<file path="src/rtl/mdu_ctrl_pkg.sv">
// Shared definitions for the multiply/divide unit: data bus width, op and state encodings.
// Optional build macro MDU_MADD_EN enables the MADD/MADDU/MSUB/MSUBU accumulate ops.
`ifndef DATA_BUS
`define DATA_BUS 31:0
`endif

package mdu_ctrl_pkg;

   localparam int DATA_W = 32;
   localparam int CNT_W  = 6;

   typedef enum logic [3:0] {
      OP_NOP   = 4'd0,
      OP_MULT  = 4'd1,
      OP_MULTU = 4'd2,
      OP_DIV   = 4'd3,
      OP_DIVU  = 4'd4,
      OP_MTHI  = 4'd5,
      OP_MTLO  = 4'd6,
      OP_MADD  = 4'd7,
      OP_MADDU = 4'd8,
      OP_MSUB  = 4'd9,
      OP_MSUBU = 4'd10
   } mdu_op_e;

   typedef enum logic [1:0] {
      ST_IDLE = 2'd0,
      ST_MUL  = 2'd1,
      ST_DIV  = 2'd2,
      ST_WB   = 2'd3
   } mdu_state_e;

   // Accumulate ops only count as real requests when the accumulate datapath is built.
   function automatic logic op_supported(input logic [3:0] op);
      case (op)
         OP_MULT, OP_MULTU, OP_DIV, OP_DIVU, OP_MTHI, OP_MTLO: return 1'b1;
`ifdef MDU_MADD_EN
         OP_MADD, OP_MADDU, OP_MSUB, OP_MSUBU: return 1'b1;
`endif
         default: return 1'b0;
      endcase
   endfunction

   function automatic logic op_is_signed(input logic [3:0] op);
      case (op)
         OP_MULT, OP_DIV, OP_MADD, OP_MSUB: return 1'b1;
         default: return 1'b0;
      endcase
   endfunction

   function automatic logic op_is_mul(input logic [3:0] op);
      case (op)
         OP_MULT, OP_MULTU, OP_MADD, OP_MADDU, OP_MSUB, OP_MSUBU: return 1'b1;
         default: return 1'b0;
      endcase
   endfunction

endpackage

</file>
<file path="src/rtl/mdu_div_iter.sv">
// Radix-2 restoring divider on operand magnitudes: 32 iterations, one per clock,
// with signs re-applied combinationally on the final step (done_o).
`ifndef DATA_BUS
`define DATA_BUS 31:0
`endif

module mdu_div_iter
   import mdu_ctrl_pkg::*;
(
   input  logic            clk,
   input  logic            rst,
   input  logic            start_i,
   input  logic            abort_i,
   input  logic            signed_i,
   input  logic [`DATA_BUS] dividend_i,
   input  logic [`DATA_BUS] divisor_i,
   output logic [`DATA_BUS] quotient_o,
   output logic [`DATA_BUS] remainder_o,
   output logic            done_o
);

   logic              run_q;
   logic [CNT_W-1:0]  cnt_q;
   logic [`DATA_BUS]  rem_q;
   logic [`DATA_BUS]  quo_q;
   logic [`DATA_BUS]  dvs_q;
   logic              q_neg_q;
   logic              r_neg_q;

   logic [DATA_W:0]   rem_sh;
   logic [DATA_W:0]   diff;
   logic [`DATA_BUS]  rem_step;
   logic [`DATA_BUS]  quo_step;
   logic [`DATA_BUS]  dividend_mag;
   logic [`DATA_BUS]  divisor_mag;

   assign dividend_mag = (signed_i && dividend_i[DATA_W-1]) ? -dividend_i : dividend_i;
   assign divisor_mag  = (signed_i && divisor_i[DATA_W-1])  ? -divisor_i  : divisor_i;

   // A zero divisor never fails the trial subtract, so the quotient fills with ones
   // and the remainder ends up holding the whole dividend magnitude.
   always_comb begin
      // NOTE: every combinational output gets a value before any branch, so no latch is inferred.
      rem_sh   = {rem_q, quo_q[DATA_W-1]};
      diff     = rem_sh - {1'b0, dvs_q};
      rem_step = rem_sh[DATA_W-1:0];
      quo_step = {quo_q[DATA_W-2:0], 1'b0};
      if (!diff[DATA_W]) begin
         rem_step    = diff[DATA_W-1:0];
         quo_step[0] = 1'b1;
      end
   end

   assign quotient_o  = q_neg_q ? -quo_step : quo_step;
   assign remainder_o = r_neg_q ? -rem_step : rem_step;
   assign done_o      = run_q && (cnt_q == CNT_W'(DATA_W - 1));

   always_ff @(posedge clk) begin
      // NOTE: state uses non-blocking assignments so every register sees pre-edge values.
      if (!rst) begin
         run_q   <= 1'b0;
         cnt_q   <= '0;
         rem_q   <= '0;
         quo_q   <= '0;
         dvs_q   <= '0;
         q_neg_q <= 1'b0;
         r_neg_q <= 1'b0;
      end else if (abort_i) begin
         run_q <= 1'b0;
         cnt_q <= '0;
      end else if (start_i) begin
         run_q   <= 1'b1;
         cnt_q   <= '0;
         rem_q   <= '0;
         quo_q   <= dividend_mag;
         dvs_q   <= divisor_mag;
         q_neg_q <= signed_i && (dividend_i[DATA_W-1] ^ divisor_i[DATA_W-1]);
         r_neg_q <= signed_i && dividend_i[DATA_W-1];
      end else if (run_q) begin
         rem_q <= rem_step;
         quo_q <= quo_step;
         if (done_o) begin
            run_q <= 1'b0;
            cnt_q <= '0;
         end else begin
            cnt_q <= cnt_q + 1'b1;
         end
      end
   end

endmodule

</file>
<file path="src/rtl/mdu_ctrl.sv">
// Multiply/divide unit controller: IDLE/MUL/DIV/WB sequencing and HILO write-back.
// Define MDU_MADD_EN to build the 64-bit accumulate path for ops 7..10.
`ifndef DATA_BUS
`define DATA_BUS 31:0
`endif

module mdu_ctrl
   import mdu_ctrl_pkg::*;
(
   input  logic            clk,
   input  logic            rst,
   input  logic            start_i,
   input  logic [3:0]      op_i,
   input  logic [`DATA_BUS] src_a_i,
   input  logic [`DATA_BUS] src_b_i,
   input  logic [`DATA_BUS] hi_i,
   input  logic [`DATA_BUS] lo_i,
   input  logic            flush_i,
   output logic            stall_o,
   output logic            busy_o,
   output logic            hilo_we,
   output logic [`DATA_BUS] hi_o,
   output logic [`DATA_BUS] lo_o
);

   mdu_state_e          state_q, state_d;
   logic [3:0]          op_q, op_d;
   logic [`DATA_BUS]    a_q, a_d;
   logic [`DATA_BUS]    b_q, b_d;
   logic [2*DATA_W-1:0] res_q, res_d;
   logic [`DATA_BUS]    last_hi_q, last_lo_q;

   logic                accept;
   logic                div_start;
   logic                div_done;
   logic [`DATA_BUS]    div_quo;
   logic [`DATA_BUS]    div_rem;
   logic                mul_signed;
   logic [2*DATA_W-1:0] ext_a;
   logic [2*DATA_W-1:0] ext_b;
   logic [2*DATA_W-1:0] product;
   logic [2*DATA_W-1:0] mul_res;

   mdu_div_iter u_div (
      .clk         (clk),
      .rst         (rst),
      .start_i     (div_start),
      .abort_i     (flush_i),
      .signed_i    (op_is_signed(op_i)),
      .dividend_i  (src_a_i),
      .divisor_i   (src_b_i),
      .quotient_o  (div_quo),
      .remainder_o (div_rem),
      .done_o      (div_done)
   );

   // Sign-extending to 64 bits lets one truncated multiply serve both signednesses.
   assign mul_signed = op_is_signed(op_q);
   assign ext_a      = {{DATA_W{mul_signed & a_q[DATA_W-1]}}, a_q};
   assign ext_b      = {{DATA_W{mul_signed & b_q[DATA_W-1]}}, b_q};
   assign product    = ext_a * ext_b;

`ifdef MDU_MADD_EN
   // res_q holds the {hi,lo} captured on accept, which is the accumulate base.
   always_comb begin
      case (op_q)
         OP_MADD, OP_MADDU: mul_res = res_q + product;
         OP_MSUB, OP_MSUBU: mul_res = res_q - product;
         default:           mul_res = product;
      endcase
   end
`else
   assign mul_res = product;
`endif

   always_comb begin
      state_d   = state_q;
      op_d      = op_q;
      a_d       = a_q;
      b_d       = b_q;
      res_d     = res_q;
      accept    = 1'b0;
      div_start = 1'b0;
      stall_o   = 1'b0;
      hilo_we   = 1'b0;

      case (state_q)
         ST_IDLE: begin
            if (start_i && op_supported(op_i) && !flush_i) begin
               accept  = 1'b1;
               stall_o = 1'b1;
               op_d    = op_i;
               a_d     = src_a_i;
               b_d     = src_b_i;
               res_d   = {hi_i, lo_i};
               if (op_is_mul(op_i)) begin
                  state_d = ST_MUL;
               end else if (op_i == OP_DIV || op_i == OP_DIVU) begin
                  state_d   = ST_DIV;
                  div_start = 1'b1;
               end else begin
                  state_d = ST_WB;
                  if (op_i == OP_MTHI) res_d[2*DATA_W-1:DATA_W] = src_a_i;
                  else                 res_d[DATA_W-1:0]        = src_a_i;
               end
            end
         end
         ST_MUL: begin
            stall_o = 1'b1;
            res_d   = mul_res;
            state_d = ST_WB;
         end
         ST_DIV: begin
            stall_o = 1'b1;
            if (div_done) begin
               res_d   = {div_rem, div_quo};
               state_d = ST_WB;
            end
         end
         ST_WB: begin
            hilo_we = 1'b1;
            state_d = ST_IDLE;
         end
         default: state_d = ST_IDLE;
      endcase

      // Flush wins over everything; keeping res_q stops a half-done result leaking out.
      if (flush_i) begin
         state_d = ST_IDLE;
         hilo_we = 1'b0;
         res_d   = res_q;
      end
   end

   assign busy_o = (state_q != ST_IDLE);
   assign hi_o   = hilo_we ? res_q[2*DATA_W-1:DATA_W] : last_hi_q;
   assign lo_o   = hilo_we ? res_q[DATA_W-1:0]        : last_lo_q;

   always_ff @(posedge clk) begin
      if (!rst) begin
         state_q   <= ST_IDLE;
         op_q      <= OP_NOP;
         a_q       <= '0;
         b_q       <= '0;
         res_q     <= '0;
         last_hi_q <= '0;
         last_lo_q <= '0;
      end else begin
         state_q <= state_d;
         op_q    <= op_d;
         a_q     <= a_d;
         b_q     <= b_d;
         res_q   <= res_d;
         if (hilo_we) begin
            last_hi_q <= res_q[2*DATA_W-1:DATA_W];
            last_lo_q <= res_q[DATA_W-1:0];
         end
      end
   end

endmodule
</file>
<file path="config.mk">
export PLATFORM = sky130hd
export DESIGN_NAME = mdu_ctrl
export DESIGN_NICKNAME = d
export VERILOG_FILES = /design/src/rtl/mdu_ctrl_pkg.sv /design/src/rtl/mdu_div_iter.sv /design/src/rtl/mdu_ctrl.sv
export SDC_FILE = /design/constraint.sdc
export NUM_CORES = 2
export LEC_CHECK = 0
export ABC_AREA = 1
export CELL_PAD_IN_SITES_DETAIL_PLACEMENT = 1
export CELL_PAD_IN_SITES_GLOBAL_PLACEMENT = 1
export CORE_MARGIN = 2
export CORE_UTILIZATION = 50
export DETAILED_ROUTE_END_ITERATION = 10
export DONT_BUFFER_PORTS = 1
export PLACE_DENSITY = 0.82
export RECOVER_POWER = 100
export SYNTH_ARGS = -nofsm -noshare
export SYNTH_HDL_FRONTEND = slang
export SYNTH_HIERARCHICAL = 1
export SYNTH_SLANG_ARGS = --single-unit
export TNS_END_PERCENT = 1
</file>
<file path="constraint.sdc">
create_clock -name clk -period 9.82 [get_ports clk]
set_input_delay 0.982 -clock clk [delete_from_list [all_inputs] [get_ports clk]]
set_output_delay 0.982 -clock clk [all_outputs]
set_load 0.005 [all_outputs]
</file>
==> out/qor.yml <==
critical_path_class: "flip-flop to flip-flop"
min_from: "res_q[24]$_SDFFE_PN0P_"
clk_latency_ps: 660
hold_depth: 2
synth-xor-area-share_pct: 1.616
synth_mux_area_share_pct: 0.1323
utilization_pct: 52.90
netlist_area_mm2: 0.05960
finish.net_count: 9552
fillers: 15171
cp_max_fo: 29
worst-path-buf-inv: 11
cts_tree: "yes"
period_needed_ps: 9389
drc: 0
post_cts_buffers: 0
htreeDepth: 2
maxSlewViolCount: 366
yosysMostFrequentCell: "nand2_1"
slowest_delay_ps: 630
dieArea_mm2: 0.1220
arrival_ps: 9920
fmaxAchievable_mhz: 106.5
route.antenna.remaining_nets: 0
fp.dieW_um: 349.3
core_mm2: 0.1181
critPathTopFamily: "adder cells"
hold_buffers: 0
grt_pass1_vias: 59994
clock-skew-final_ps: 40.77
synthAdderAreaFrac_pct: 43.15
cap_viol_max_count: 6
gr-total-overflow: 0
yosysTopAreaCell: "fa_1"
clk_pin_slew_ps: 60
post-dp-hpwl_mm: 188.7
hold_violations: 0
min_path_type: "flip-flop to flip-flop"
tightest_slew_ps: 3855
vias: 54064
numCtsBuffers: 43
ys_top_cells_by_count: "nand2_1, inv_1, fa_1"
ioPinCount: 203
post-route-period-util_pct: 95.62
area_delta_synth_final_pct: 4.801
start_kind: "flip-flop"
wl_mm: 226.0
synthArstFlopShare_pct: 0
synthTopCellsByArea: "fa_1, nand2_1, inv_1"
synth.avg_cell_area_um2: 7.206
antenna_found_initial: 8
ys_ff_latch: 303
synth_top_family_by_area: "adder cells"
cp_slowest_cell: "fa_1"
power_density_mw_per_mm2: 73.98
synthCells: 8271
synth_seq_area_share_pct: 10.18
grtUsageTotal_pct: 37.71
start_util_pct: 50.47
yosys_warnings: 6
drt-wirelength-per-cell_um: 23.51
drive_gt1_share_pct: 4.411
whs_endpoint: "res_q[24]$_SDFFE_PN0P_"
ys_types: 56
rsz0062_at_grt: "no"
grt_pass1_wl_mm: 349.5
gp_congestion: 0.9783
via_per_inst: 5.625
violations: "capacitance limit, slew limit"
power_uw: 4621
clock_path_buffers: 3
cts_sinks: 303
slew_headroom_pct: -157.0
ir_drop_mv: 0.1489
synthesis.nets: 9787
synthFlopType: "dfxtp_1"
synth_edf_count: 0
root_buffer: "clkbuf_16"
grt_max_degree: 151
leakagePower_uw: 0.03171
reg2reg_depth: 35
rows: 126
endpoint_kind: "flip-flop"
drtIter0Drc: 4137
r2r_slack_ps: 430
dr.pass1.iters: 6
finalSetupTns_ps: 0
holdWs_ps: 468.6
synth-simple-area-share_pct: 20.65
rr_endpoint: "res_q[55]$_SDFFE_PN0P_"
required_ps: 10350
r2r-start: "op_q[1]$_SDFFE_PN0P_"
synth_compound_area_share_pct: 8.471
cts-resized-gates: 0
status: "finished, violations left"
die_y_um: 349.3
setup_viol: 0
synth_top_area_share_pct: 37.82
port_buffers: 0
## area by class of cell
| cell class | count | area [um2] | area share [%] |
|---|---|---|---|
| clock inverters | 25 | 364.1 | 0.5829 |
| diodes | 6 | 15.01 | 0.02404 |
| clock buffers | 54 | 1157 | 1.853 |
| multi-input cells | 5484 | 44130 | 70.66 |
| flip-flops and latches | 303 | 6072 | 9.721 |
| inverters | 2065 | 7752 | 12.41 |
| well taps | 1536 | 1922 | 3.077 |
| repair buffers | 139 | 1046 | 1.675 |
## report_power, final
part	switching (uW)	internal (uW)
clock	745	1010
sequential	74.6	1270
combinational	1070	454
## worst max path at each step
stage,end,start,slack [ps],cells past startpoint
after floorplan,res_q[63]$_SDFFE_PN0P_,op_q[1]$_SDFFE_PN0P_,2170,33
after global placement,res_q[55]$_SDFFE_PN0P_,op_q[2]$_SDFFE_PN0P_,740,33
after detailed placement,res_q[55]$_SDFFE_PN0P_,op_q[1]$_SDFFE_PN0P_,550,35
after global routing,res_q[55]$_SDFFE_PN0P_,op_q[1]$_SDFFE_PN0P_,20,35
final,res_q[55]$_SDFFE_PN0P_,op_q[1]$_SDFFE_PN0P_,430,35
after CTS,res_q[55]$_SDFFE_PN0P_,op_q[1]$_SDFFE_PN0P_,480,32
## flip-flops by register name, indices dropped and copies added, names as in the netlist
name           flops
u_div/rem_q       32
u_div/dvs_q       32
state_q            2
last_lo_q         32
u_div/r_neg_q      1
a_q               32
u_div/cnt_q        6
u_div/quo_q       32
b_q               32
u_div/q_neg_q      1
last_hi_q         32
u_div/run_q        1
res_q             64
op_q               4
## per-stage QoR
step / area, um2 / setup WS [ps] / cells
detailed placement: 61000 / 553.1 / 9527
finish: 62460 / 430.6 / 9612
global placement: 61000 / 735.2 / 9527
CTS: 62520 / 481.3 / 9606
global route: 62460 / 24.88 / 9610
floorplan: 59600 / 2172 / 8271
## cells by family after synthesis
kind of cell / Yosys count
AO/OA/AOI/OAI: 955
flip-flops: 303
multiplexers: 7
AND/OR/NAND/NOR: 3032
buffers and inverters: 2484
XOR/XNOR: 110
adder cells (fa/ha/maj): 1380
## metal layers
metal  part of all wire [%]  vias up  global-route usage [%]
li1                       -    23689                       -
met1                     40    27752                   47.74
met2                     49     2061                   64.42
met3                    7.2      556                   5.977
met4                    4.5        6                   15.03
met5                  0.015        -                       0
## worst min-delay path, cell delays in order (launching register included)
cell and delay [ps]:
dfxtp_1 310, nand2_1 60, a21oi_1 50
## layout by cell type, fill, tap and decap left out, types with 5 or more instances in the layout
cell type,Yosys,routed
dfxtp_2,0,5
dfxtp_1,303,298
xor2_1,66,66
xnor2_1,44,44
buf_12,0,5
or2_2,80,80
fa_1,1126,1126
nor2_1,445,442
nor4_1,11,11
a21oi_1,482,482
ha_1,254,252
nand2_2,21,19
mux2_2,7,7
clkbuf_16,0,43
o21ai_0,374,374
clkinv_1,6,6
inv_1,2050,2051
a32o_1,10,10
o22ai_1,8,8
clkinv_2,0,7
nand3b_1,17,17
buf_4,4,117
nand4_1,40,40
inv_6,0,5
a22o_1,5,5
o21ai_2,6,6
nor3_1,34,34
nor2_2,15,16
nand2_1,2122,2125
o211ai_1,16,16
bufinv_16,0,6
o21ai_1,7,7
diode_2,0,6
nand3_1,226,226
clkbuf_1,375,21
o21bai_1,22,21
inv_2,9,7
Power figures use the tool's default switching activity.
